<file path="config.mk">
export PLATFORM = sky130hd
export DESIGN_NAME = ex_stage_core_flat
export DESIGN_NICKNAME = d
export VERILOG_FILES = /design/src/rtl/ex_stage_core_if.sv /design/src/rtl/ex_stage_core.sv /design/src/flat_wrapper.sv
export SDC_FILE = /design/constraint.sdc
export NUM_CORES = 1
export LEC_CHECK = 0
export BUFFER_PORTS_ARGS = -buffer_cell sky130_fd_sc_hd__buf_2
export CAP_MARGIN = 20
export CORE_MARGIN = 4
export CORE_UTILIZATION = 40
export DETAILED_ROUTE_END_ITERATION = 8
export SLEW_MARGIN = 15
export SYNTH_ARGS = -nofsm -noshare
export SYNTH_HDL_FRONTEND = slang
export SYNTH_SLANG_ARGS = --single-unit
export TNS_END_PERCENT = 10
</file>
<file path="constraint.sdc">
create_clock -name clk -period 12.19 [get_ports clk]
set_clock_uncertainty 0.1 [all_clocks]
set_input_delay 3.0475 -clock clk [delete_from_list [all_inputs] [get_ports clk]]
set_output_delay 3.0475 -clock clk [all_outputs]
set_load 0.05 [all_outputs]
</file>
<file path="src/rtl/ex_stage_core_if.sv">
// Execute-stage bus: decoded instruction in, EX/MEM register and hazard flags out.
interface ex_stage_core_if;
    logic [31:0] i_rs1_data;
    logic [31:0] i_rs2_data;
    logic [31:0] i_imm_data;
    logic [31:0] i_pc;
    logic [3:0]  i_alu_ctrl;
    logic [2:0]  i_func3;
    logic [6:0]  i_opcode;
    logic [4:0]  i_rs1;
    logic [4:0]  i_rs2;
    logic [4:0]  i_rd_decode;
    logic [4:0]  i_rd_mem;
    logic [31:0] i_mem_result;
    logic        i_is_branch;
    logic [4:0]  i_is_rs1;
    logic [4:0]  i_is_rs2;
    logic [31:0] o_result;
    logic [31:0] o_data_store;
    logic [31:0] o_pc;
    logic [2:0]  o_func3;
    logic [6:0]  o_opcode;
    logic [4:0]  o_rd;
    logic        o_stall;
    logic        o_forward_branch;
    logic        o_decode_forward_rs1;
    logic        o_decode_forward_rs2;

    // Upstream pipeline side: drives the decoded instruction, observes EX/MEM.
    modport master (
        output i_rs1_data, i_rs2_data, i_imm_data, i_pc, i_alu_ctrl, i_func3,
               i_opcode, i_rs1, i_rs2, i_rd_decode, i_rd_mem, i_mem_result,
               i_is_branch, i_is_rs1, i_is_rs2,
        input  o_result, o_data_store, o_pc, o_func3, o_opcode, o_rd,
               o_stall, o_forward_branch, o_decode_forward_rs1, o_decode_forward_rs2
    );

    // Execute-stage side.
    modport slave (
        input  i_rs1_data, i_rs2_data, i_imm_data, i_pc, i_alu_ctrl, i_func3,
               i_opcode, i_rs1, i_rs2, i_rd_decode, i_rd_mem, i_mem_result,
               i_is_branch, i_is_rs1, i_is_rs2,
        output o_result, o_data_store, o_pc, o_func3, o_opcode, o_rd,
               o_stall, o_forward_branch, o_decode_forward_rs1, o_decode_forward_rs2
    );
endinterface

</file>
<file path="src/rtl/ex_stage_core.sv">
// RV32I execute stage: forwarding muxes, ALU, hazard detection and EX/MEM register.
module ex_stage_core (
    input  logic           clk,
    input  logic           rst,
    ex_stage_core_if.slave bus
);
    localparam logic [6:0] OP_R     = 7'b0110011;
    localparam logic [6:0] OP_I     = 7'b0010011;
    localparam logic [6:0] OP_LD    = 7'b0000011;
    localparam logic [6:0] OP_S     = 7'b0100011;
    localparam logic [6:0] OP_B     = 7'b1100011;
    localparam logic [6:0] OP_JAL   = 7'b1101111;
    localparam logic [6:0] OP_JALR  = 7'b1100111;
    localparam logic [6:0] OP_LUI   = 7'b0110111;
    localparam logic [6:0] OP_AUIPC = 7'b0010111;

    logic [31:0] result_q, result_d;
    logic [31:0] store_q, store_d;
    logic [31:0] pc_q;
    logic [2:0]  func3_q;
    logic [6:0]  opcode_q;
    logic [4:0]  rd_q;

    logic        ex_fwd1, ex_fwd2, mem_fwd1, mem_fwd2;
    logic [31:0] fwd1, fwd2, op1, op2, alu_y;
    logic        load_use, branch_stall, stall;
    logic        ex_fwd_ok, uses1, uses2;

    function automatic logic writes_rd(input logic [6:0] op);
        return (op == OP_R) || (op == OP_I) || (op == OP_LD) || (op == OP_JAL) ||
               (op == OP_JALR) || (op == OP_LUI) || (op == OP_AUIPC);
    endfunction

    // Operand forwarding and selection.
    always_comb begin
        ex_fwd_ok = (rd_q != 5'd0) && writes_rd(opcode_q) && (opcode_q != OP_LD);
        ex_fwd1   = ex_fwd_ok && (rd_q == bus.i_rs1);
        ex_fwd2   = ex_fwd_ok && (rd_q == bus.i_rs2);
        mem_fwd1  = (bus.i_rd_mem != 5'd0) && (bus.i_rd_mem == bus.i_rs1);
        mem_fwd2  = (bus.i_rd_mem != 5'd0) && (bus.i_rd_mem == bus.i_rs2);
        fwd1 = ex_fwd1 ? result_q : (mem_fwd1 ? bus.i_mem_result : bus.i_rs1_data);
        fwd2 = ex_fwd2 ? result_q : (mem_fwd2 ? bus.i_mem_result : bus.i_rs2_data);

        op1 = fwd1;
        if ((bus.i_opcode == OP_AUIPC) || (bus.i_opcode == OP_JAL) || (bus.i_opcode == OP_JALR))
            op1 = bus.i_pc;
        else if (bus.i_opcode == OP_LUI)
            op1 = '0;

        op2 = bus.i_imm_data;
        if ((bus.i_opcode == OP_R) || (bus.i_opcode == OP_B))
            op2 = fwd2;
        else if ((bus.i_opcode == OP_JAL) || (bus.i_opcode == OP_JALR))
            op2 = 32'd4;
    end

    // ALU; jumps compute the link address regardless of the decoded ALU code.
    always_comb begin
        alu_y = '0;
        if ((bus.i_opcode == OP_JAL) || (bus.i_opcode == OP_JALR)) begin
            alu_y = op1 + op2;
        end else begin
            case (bus.i_alu_ctrl)
                4'b0000: alu_y = op1 + op2;
                4'b1000: alu_y = op1 - op2;
                4'b0001: alu_y = op1 << op2[4:0];
                4'b0010: alu_y = {31'd0, $signed(op1) < $signed(op2)};
                4'b0011: alu_y = {31'd0, op1 < op2};
                4'b0100: alu_y = op1 ^ op2;
                4'b0101: alu_y = op1 >> op2[4:0];
                4'b1101: alu_y = $unsigned($signed(op1) >>> op2[4:0]);
                4'b0110: alu_y = op1 | op2;
                4'b0111: alu_y = op1 & op2;
                4'b1111: alu_y = op2;
                default: alu_y = '0;
            endcase
        end
    end

    // Load-use and branch-dependency hazards plus decode-stage branch forwarding.
    always_comb begin
        uses1 = (bus.i_opcode != OP_JAL) && (bus.i_opcode != OP_LUI) && (bus.i_opcode != OP_AUIPC);
        uses2 = (bus.i_opcode == OP_R) || (bus.i_opcode == OP_S) || (bus.i_opcode == OP_B);
        load_use = (opcode_q == OP_LD) && (rd_q != 5'd0) &&
                   ((uses1 && (rd_q == bus.i_rs1)) || (uses2 && (rd_q == bus.i_rs2)));
        branch_stall = bus.i_is_branch &&
            (((bus.i_rd_decode != 5'd0) && writes_rd(bus.i_opcode) &&
              ((bus.i_rd_decode == bus.i_is_rs1) || (bus.i_rd_decode == bus.i_is_rs2))) ||
             ((opcode_q == OP_LD) && (rd_q != 5'd0) &&
              ((rd_q == bus.i_is_rs1) || (rd_q == bus.i_is_rs2))));
        stall = load_use || branch_stall;
        bus.o_stall = stall;
        bus.o_decode_forward_rs1 = bus.i_is_branch && !stall && ex_fwd_ok && (rd_q == bus.i_is_rs1);
        bus.o_decode_forward_rs2 = bus.i_is_branch && !stall && ex_fwd_ok && (rd_q == bus.i_is_rs2);
        bus.o_forward_branch = bus.o_decode_forward_rs1 || bus.o_decode_forward_rs2;
        result_d = load_use ? '0 : alu_y;
        store_d  = (bus.i_opcode == OP_S) ? fwd2 : '0;
    end

    // EX/MEM register; a load-use hazard inserts a bubble, branch stalls let EX proceed.
    always_ff @(posedge clk) begin
        if (rst || load_use) begin
            result_q <= '0;
            store_q  <= '0;
            pc_q     <= '0;
            func3_q  <= '0;
            opcode_q <= '0;
            rd_q     <= '0;
        end else begin
            result_q <= result_d;
            store_q  <= store_d;
            pc_q     <= bus.i_pc;
            func3_q  <= bus.i_func3;
            opcode_q <= bus.i_opcode;
            rd_q     <= bus.i_rd_decode;
        end
    end

    assign bus.o_result     = result_q;
    assign bus.o_data_store = store_q;
    assign bus.o_pc         = pc_q;
    assign bus.o_func3      = func3_q;
    assign bus.o_opcode     = opcode_q;
    assign bus.o_rd         = rd_q;
endmodule

</file>
<file path="src/flat_wrapper.sv">
// flat-port wrapper written by rule: the top's interface ports become plain ports
module ex_stage_core_flat 
  (clk, rst, bus_i_rs1_data, bus_i_rs2_data, bus_i_imm_data, bus_i_pc, bus_i_alu_ctrl, bus_i_func3, bus_i_opcode, bus_i_rs1, bus_i_rs2, bus_i_rd_decode, bus_i_rd_mem, bus_i_mem_result, bus_i_is_branch, bus_i_is_rs1, bus_i_is_rs2, bus_o_result, bus_o_data_store, bus_o_pc, bus_o_func3, bus_o_opcode, bus_o_rd, bus_o_stall, bus_o_forward_branch, bus_o_decode_forward_rs1, bus_o_decode_forward_rs2);
  ex_stage_core_if bus_i ();
  input  logic clk;
  input  logic rst;
  input wire logic [$bits(bus_i.i_rs1_data)-1:0] bus_i_rs1_data;
  input wire logic [$bits(bus_i.i_rs2_data)-1:0] bus_i_rs2_data;
  input wire logic [$bits(bus_i.i_imm_data)-1:0] bus_i_imm_data;
  input wire logic [$bits(bus_i.i_pc)-1:0] bus_i_pc;
  input wire logic [$bits(bus_i.i_alu_ctrl)-1:0] bus_i_alu_ctrl;
  input wire logic [$bits(bus_i.i_func3)-1:0] bus_i_func3;
  input wire logic [$bits(bus_i.i_opcode)-1:0] bus_i_opcode;
  input wire logic [$bits(bus_i.i_rs1)-1:0] bus_i_rs1;
  input wire logic [$bits(bus_i.i_rs2)-1:0] bus_i_rs2;
  input wire logic [$bits(bus_i.i_rd_decode)-1:0] bus_i_rd_decode;
  input wire logic [$bits(bus_i.i_rd_mem)-1:0] bus_i_rd_mem;
  input wire logic [$bits(bus_i.i_mem_result)-1:0] bus_i_mem_result;
  input wire logic [$bits(bus_i.i_is_branch)-1:0] bus_i_is_branch;
  input wire logic [$bits(bus_i.i_is_rs1)-1:0] bus_i_is_rs1;
  input wire logic [$bits(bus_i.i_is_rs2)-1:0] bus_i_is_rs2;
  output wire logic [$bits(bus_i.o_result)-1:0] bus_o_result;
  output wire logic [$bits(bus_i.o_data_store)-1:0] bus_o_data_store;
  output wire logic [$bits(bus_i.o_pc)-1:0] bus_o_pc;
  output wire logic [$bits(bus_i.o_func3)-1:0] bus_o_func3;
  output wire logic [$bits(bus_i.o_opcode)-1:0] bus_o_opcode;
  output wire logic [$bits(bus_i.o_rd)-1:0] bus_o_rd;
  output wire logic [$bits(bus_i.o_stall)-1:0] bus_o_stall;
  output wire logic [$bits(bus_i.o_forward_branch)-1:0] bus_o_forward_branch;
  output wire logic [$bits(bus_i.o_decode_forward_rs1)-1:0] bus_o_decode_forward_rs1;
  output wire logic [$bits(bus_i.o_decode_forward_rs2)-1:0] bus_o_decode_forward_rs2;
  assign bus_i.i_rs1_data = bus_i_rs1_data;
  assign bus_i.i_rs2_data = bus_i_rs2_data;
  assign bus_i.i_imm_data = bus_i_imm_data;
  assign bus_i.i_pc = bus_i_pc;
  assign bus_i.i_alu_ctrl = bus_i_alu_ctrl;
  assign bus_i.i_func3 = bus_i_func3;
  assign bus_i.i_opcode = bus_i_opcode;
  assign bus_i.i_rs1 = bus_i_rs1;
  assign bus_i.i_rs2 = bus_i_rs2;
  assign bus_i.i_rd_decode = bus_i_rd_decode;
  assign bus_i.i_rd_mem = bus_i_rd_mem;
  assign bus_i.i_mem_result = bus_i_mem_result;
  assign bus_i.i_is_branch = bus_i_is_branch;
  assign bus_i.i_is_rs1 = bus_i_is_rs1;
  assign bus_i.i_is_rs2 = bus_i_is_rs2;
  assign bus_o_result = bus_i.o_result;
  assign bus_o_data_store = bus_i.o_data_store;
  assign bus_o_pc = bus_i.o_pc;
  assign bus_o_func3 = bus_i.o_func3;
  assign bus_o_opcode = bus_i.o_opcode;
  assign bus_o_rd = bus_i.o_rd;
  assign bus_o_stall = bus_i.o_stall;
  assign bus_o_forward_branch = bus_i.o_forward_branch;
  assign bus_o_decode_forward_rs1 = bus_i.o_decode_forward_rs1;
  assign bus_o_decode_forward_rs2 = bus_i.o_decode_forward_rs2;
  ex_stage_core u_core (.clk(clk), .rst(rst), .bus(bus_i));
endmodule
</file>
==> results.md <==
* Status: complete, no violations
* Worst setup SP type: input port
* EDFF count, synth at 0
* Core Region at 37670 µm²
* Maxcap violations at 0
* Top-Level Pins at 322
* Setup tns final at 0 ns
* Main synth FF type: dfxtp_1
* Initial antenna violation count at 5
* Total Wirelength at 87.89 mm
* Total setup buffers inserted after CTS at 0
* Syn nets at 2349
* Non-filler cells, final at 2778
* RSZ-0062 raised after global routing: false
* DRC at 0
* Comb power frac at 54.9%
* HPWL Detailed at 68.67 mm
* CTS Sinks at 111
* Clk slew on worst S/H paths at 0.09 ns
* Routed vias at 18470
* Peak supply drop at 0.06870 mV
* IO Port Bufs at 321
* Clk pwr share at 20.3%
* Seq pwr share at 24.8%
* Antenna Nets Post-Route at 0
* Chip height at 203.3 µm
* # hold bufs at CTS at 0
* Max Buffers Root-to-Sink at 2
* Chip Width at 203.3 µm
* Synth unique cells at 100
* Cell Area, Synth at 15260 µm²
* # placed instances at 2759
* P_leak at 8.004 nW
* Hold Crit Class: flop to flop
* Largest net degree at the start of global routing at 72
* F_max at 104.7 MHz
* Number of global-route vias before repair at 17185
* Clk_lat worst skew at 0.38 ns
* GRT Total Usage at 39.81%
* Drt first pass iters at 8
* P per Cell Area at 92.28 nW/µm²
* Fin crit share at 78.33%
* CTS tree: yes
* Die area at 41330 µm²
* Internal power at 0.8267 mW
* Row Count at 71
* WL/cell at 31.64 µm
* Syn avg cell area at 7.478 µm²
* Share of layout cells above drive strength 1 at 21.91%
* CTS Root Cell: clkbuf_16
* Routability cong. at 1.049
* Starting Density at 40.50%
* Fin crit period at 9.549 ns
* Total global routing overflow at 0
* Setup-failing EPs final at 0
* First-pass GRT wire length at 122.7 mm
* Net Sw Power at 0.7846 mW
* Synth Register Bits at 111
* Layout area overhead at 14.46%
* Hold Vio Cnt, Final at 0
* Critical Path RT at 12.36 ns
* Ys Warns at 0
* NumNets Final at 2568
* Setup Crit Path Kind: input port to flop
* Post-CTS sizing at 0
* Via-to-Cell Ratio at 6.649
* Crit path max fanout at 32
* Asr flop ratio synth at 0%
* Worst setup EP type: flop
* CTS buffer count at 9
* Worst Path Arrival at 9.72 ns
* H-Tree Level Count at 3
* Sw Share at 48.69%
* Max Slew Vio Count at 0
* Worst-margin pin slew at 1.150 ns
* Initial DRC count at 2309
* Mapped Cells at 2040
* Worst slew margin at 22.76%
* Register area share after synthesis at 14.57%
## layout by cell type (no fill, tap or decap), drive strengths merged, types with 9 or more instances in the layout
cell type  instances
nor3              46
xor2              27
a32oi             17
nor4              16
o211ai            12
nor2             205
clkbuf             9
a31oi             32
o21ai            107
o22ai             48
or3                9
mux2              49
nor2b             14
nand4              9
a221o             13
nand2b            10
o31ai             13
and2              53
dfxtp            111
nand2            134
xnor2             57
nand3             41
ha               100
a211oi            63
a211o             10
a32o              19
buf              365
mux2i            197
o21bai             9
o21a              19
inv              105
a21o              25
a221oi            23
and3              14
a22oi             14
o221ai            14
a21oi            154
## metal layers
layer	routed length, µm	global-route usage, %
met1	34590	51.98
met2	37070	60.16
met3	9597	7.871
met4	6642	25.20
met5	0	0
## power groups by stage
| stage | registers, mW | clock network, mW | logic, mW |
|---|---|---|---|
| 3_5_place_dp | 0.407 | 0 | 0.845 |
| 6_report | 0.400 | 0.327 | 0.884 |
| 3_3_place_gp | 0.407 | 0 | 0.845 |
| 2_1_floorplan | 0.459 | 0 | 0.497 |
| 4_1_cts | 0.399 | 0.328 | 0.850 |
| 5_1_grt | 0.401 | 0.339 | 0.920 |
## worst paths after layout
path                      startpoint                           to  slack, ns  cells past startpoint
min          u_core.bus.o_result[25]  u_core.bus.o_data_store[25]       0.49                      2
min reg2reg  u_core.bus.o_result[25]  u_core.bus.o_data_store[25]       0.49                      2
max                  bus_i_rd_mem[2]      u_core.bus.o_result[29]       2.64                     22
max reg2reg       u_core.bus.o_rd[2]      u_core.bus.o_result[29]       4.72                     20
## critical path, cell delays in order
cell and delay [ns]:
buf_2 0.13, or4_1 0.54, nor2_2 0.24, nor4_4 0.06, buf_4 0.29, mux2_2 0.36
mux2i_1 0.20, nor2_1 0.06, a31oi_1 0.74, inv_1 0.12, ha_1 0.54, nand4b_1 0.17
o21ai_0 0.20, o21ba_2 0.22, a211oi_1 0.70, a21boi_0 0.42, o31a_1 0.39, o21ai_0 0.32
xnor2_1 0.20, o22ai_1 0.14, or3_1 0.35, o211a_1 0.22
## layout make-up
class | count | area [µm²]
sequential | 111 | 2222
antenna | 3 | 7.507
clock buffer | 9 | 225.2
fill | 3907 | 20200
clock inverter | 7 | 77.57
multi-input combinational | 1665 | 11950
tap | 511 | 639.4
timing repair buffer | 365 | 1937
inverter | 107 | 402.9
## state kept, by name, indices dropped and copies added, names as in the netlist
register / cells
u_core.bus.o_result: 32
u_core.bus.o_pc: 32
u_core.bus.o_opcode: 7
u_core.bus.o_rd: 5
u_core.bus.o_func3: 3
u_core.bus.o_data_store: 32
## synth_stat cells, drive strengths merged (16+ instances only)
library cell	number	share of area, %
a211oi	63	3.1
a21o	25	1.2
a21oi	154	5.3
a221oi	23	1.4
a31oi	32	1.3
a32o	19	1.3
a32oi	17	0.98
and2	53	2.2
buf	62	2.5
clkbuf	95	2.3
dfxtp	111	15
ha	100	8.2
inv	102	2.5
mux2	49	3.6
mux2i	197	13
nand2	134	3.3
nand3	41	1.3
nor2	205	5.2
nor3	46	1.6
nor4	16	0.80
o21a	19	0.93
o21ai	107	3.6
o22ai	48	2.1
xnor2	57	3.3
xor2	27	1.6
## kinds of logic (layout without fill, tap and decap cells)
group,after synthesis,in the layout,synth area share [%]
other,0,3,0
AOI/OAI and AO/OA,656,656,29.68
muxes,246,246,16.78
xor gates and xnor gates,84,84,4.822
adders and majority gates,102,102,8.464
buffers and inverters,264,488,7.521
and+or+nand+nor,577,577,18.17
DFF,111,111,14.57
## through the flow
stage / total power [mW] / hold WS [ns] / setup slack (ns) / util [%] / instance area [µm²]
2_1_floorplan: 0.9561 / 0.6364 / 3.127 / - / 15260
3_3_place_gp: 1.252 / 0.4529 / 2.692 / 45.52 / 17150
3_5_place_dp: 1.252 / 0.4692 / 2.666 / 45.54 / 17150
4_1_cts: 1.577 / 0.4899 / 3.003 / 46.34 / 17450
5_1_grt: 1.659 / 0.5213 / 2.594 / 46.35 / 17460
6_report: 1.611 / 0.4868 / 2.641 / 46.36 / 17460
Power figures use the tool's default switching activity.
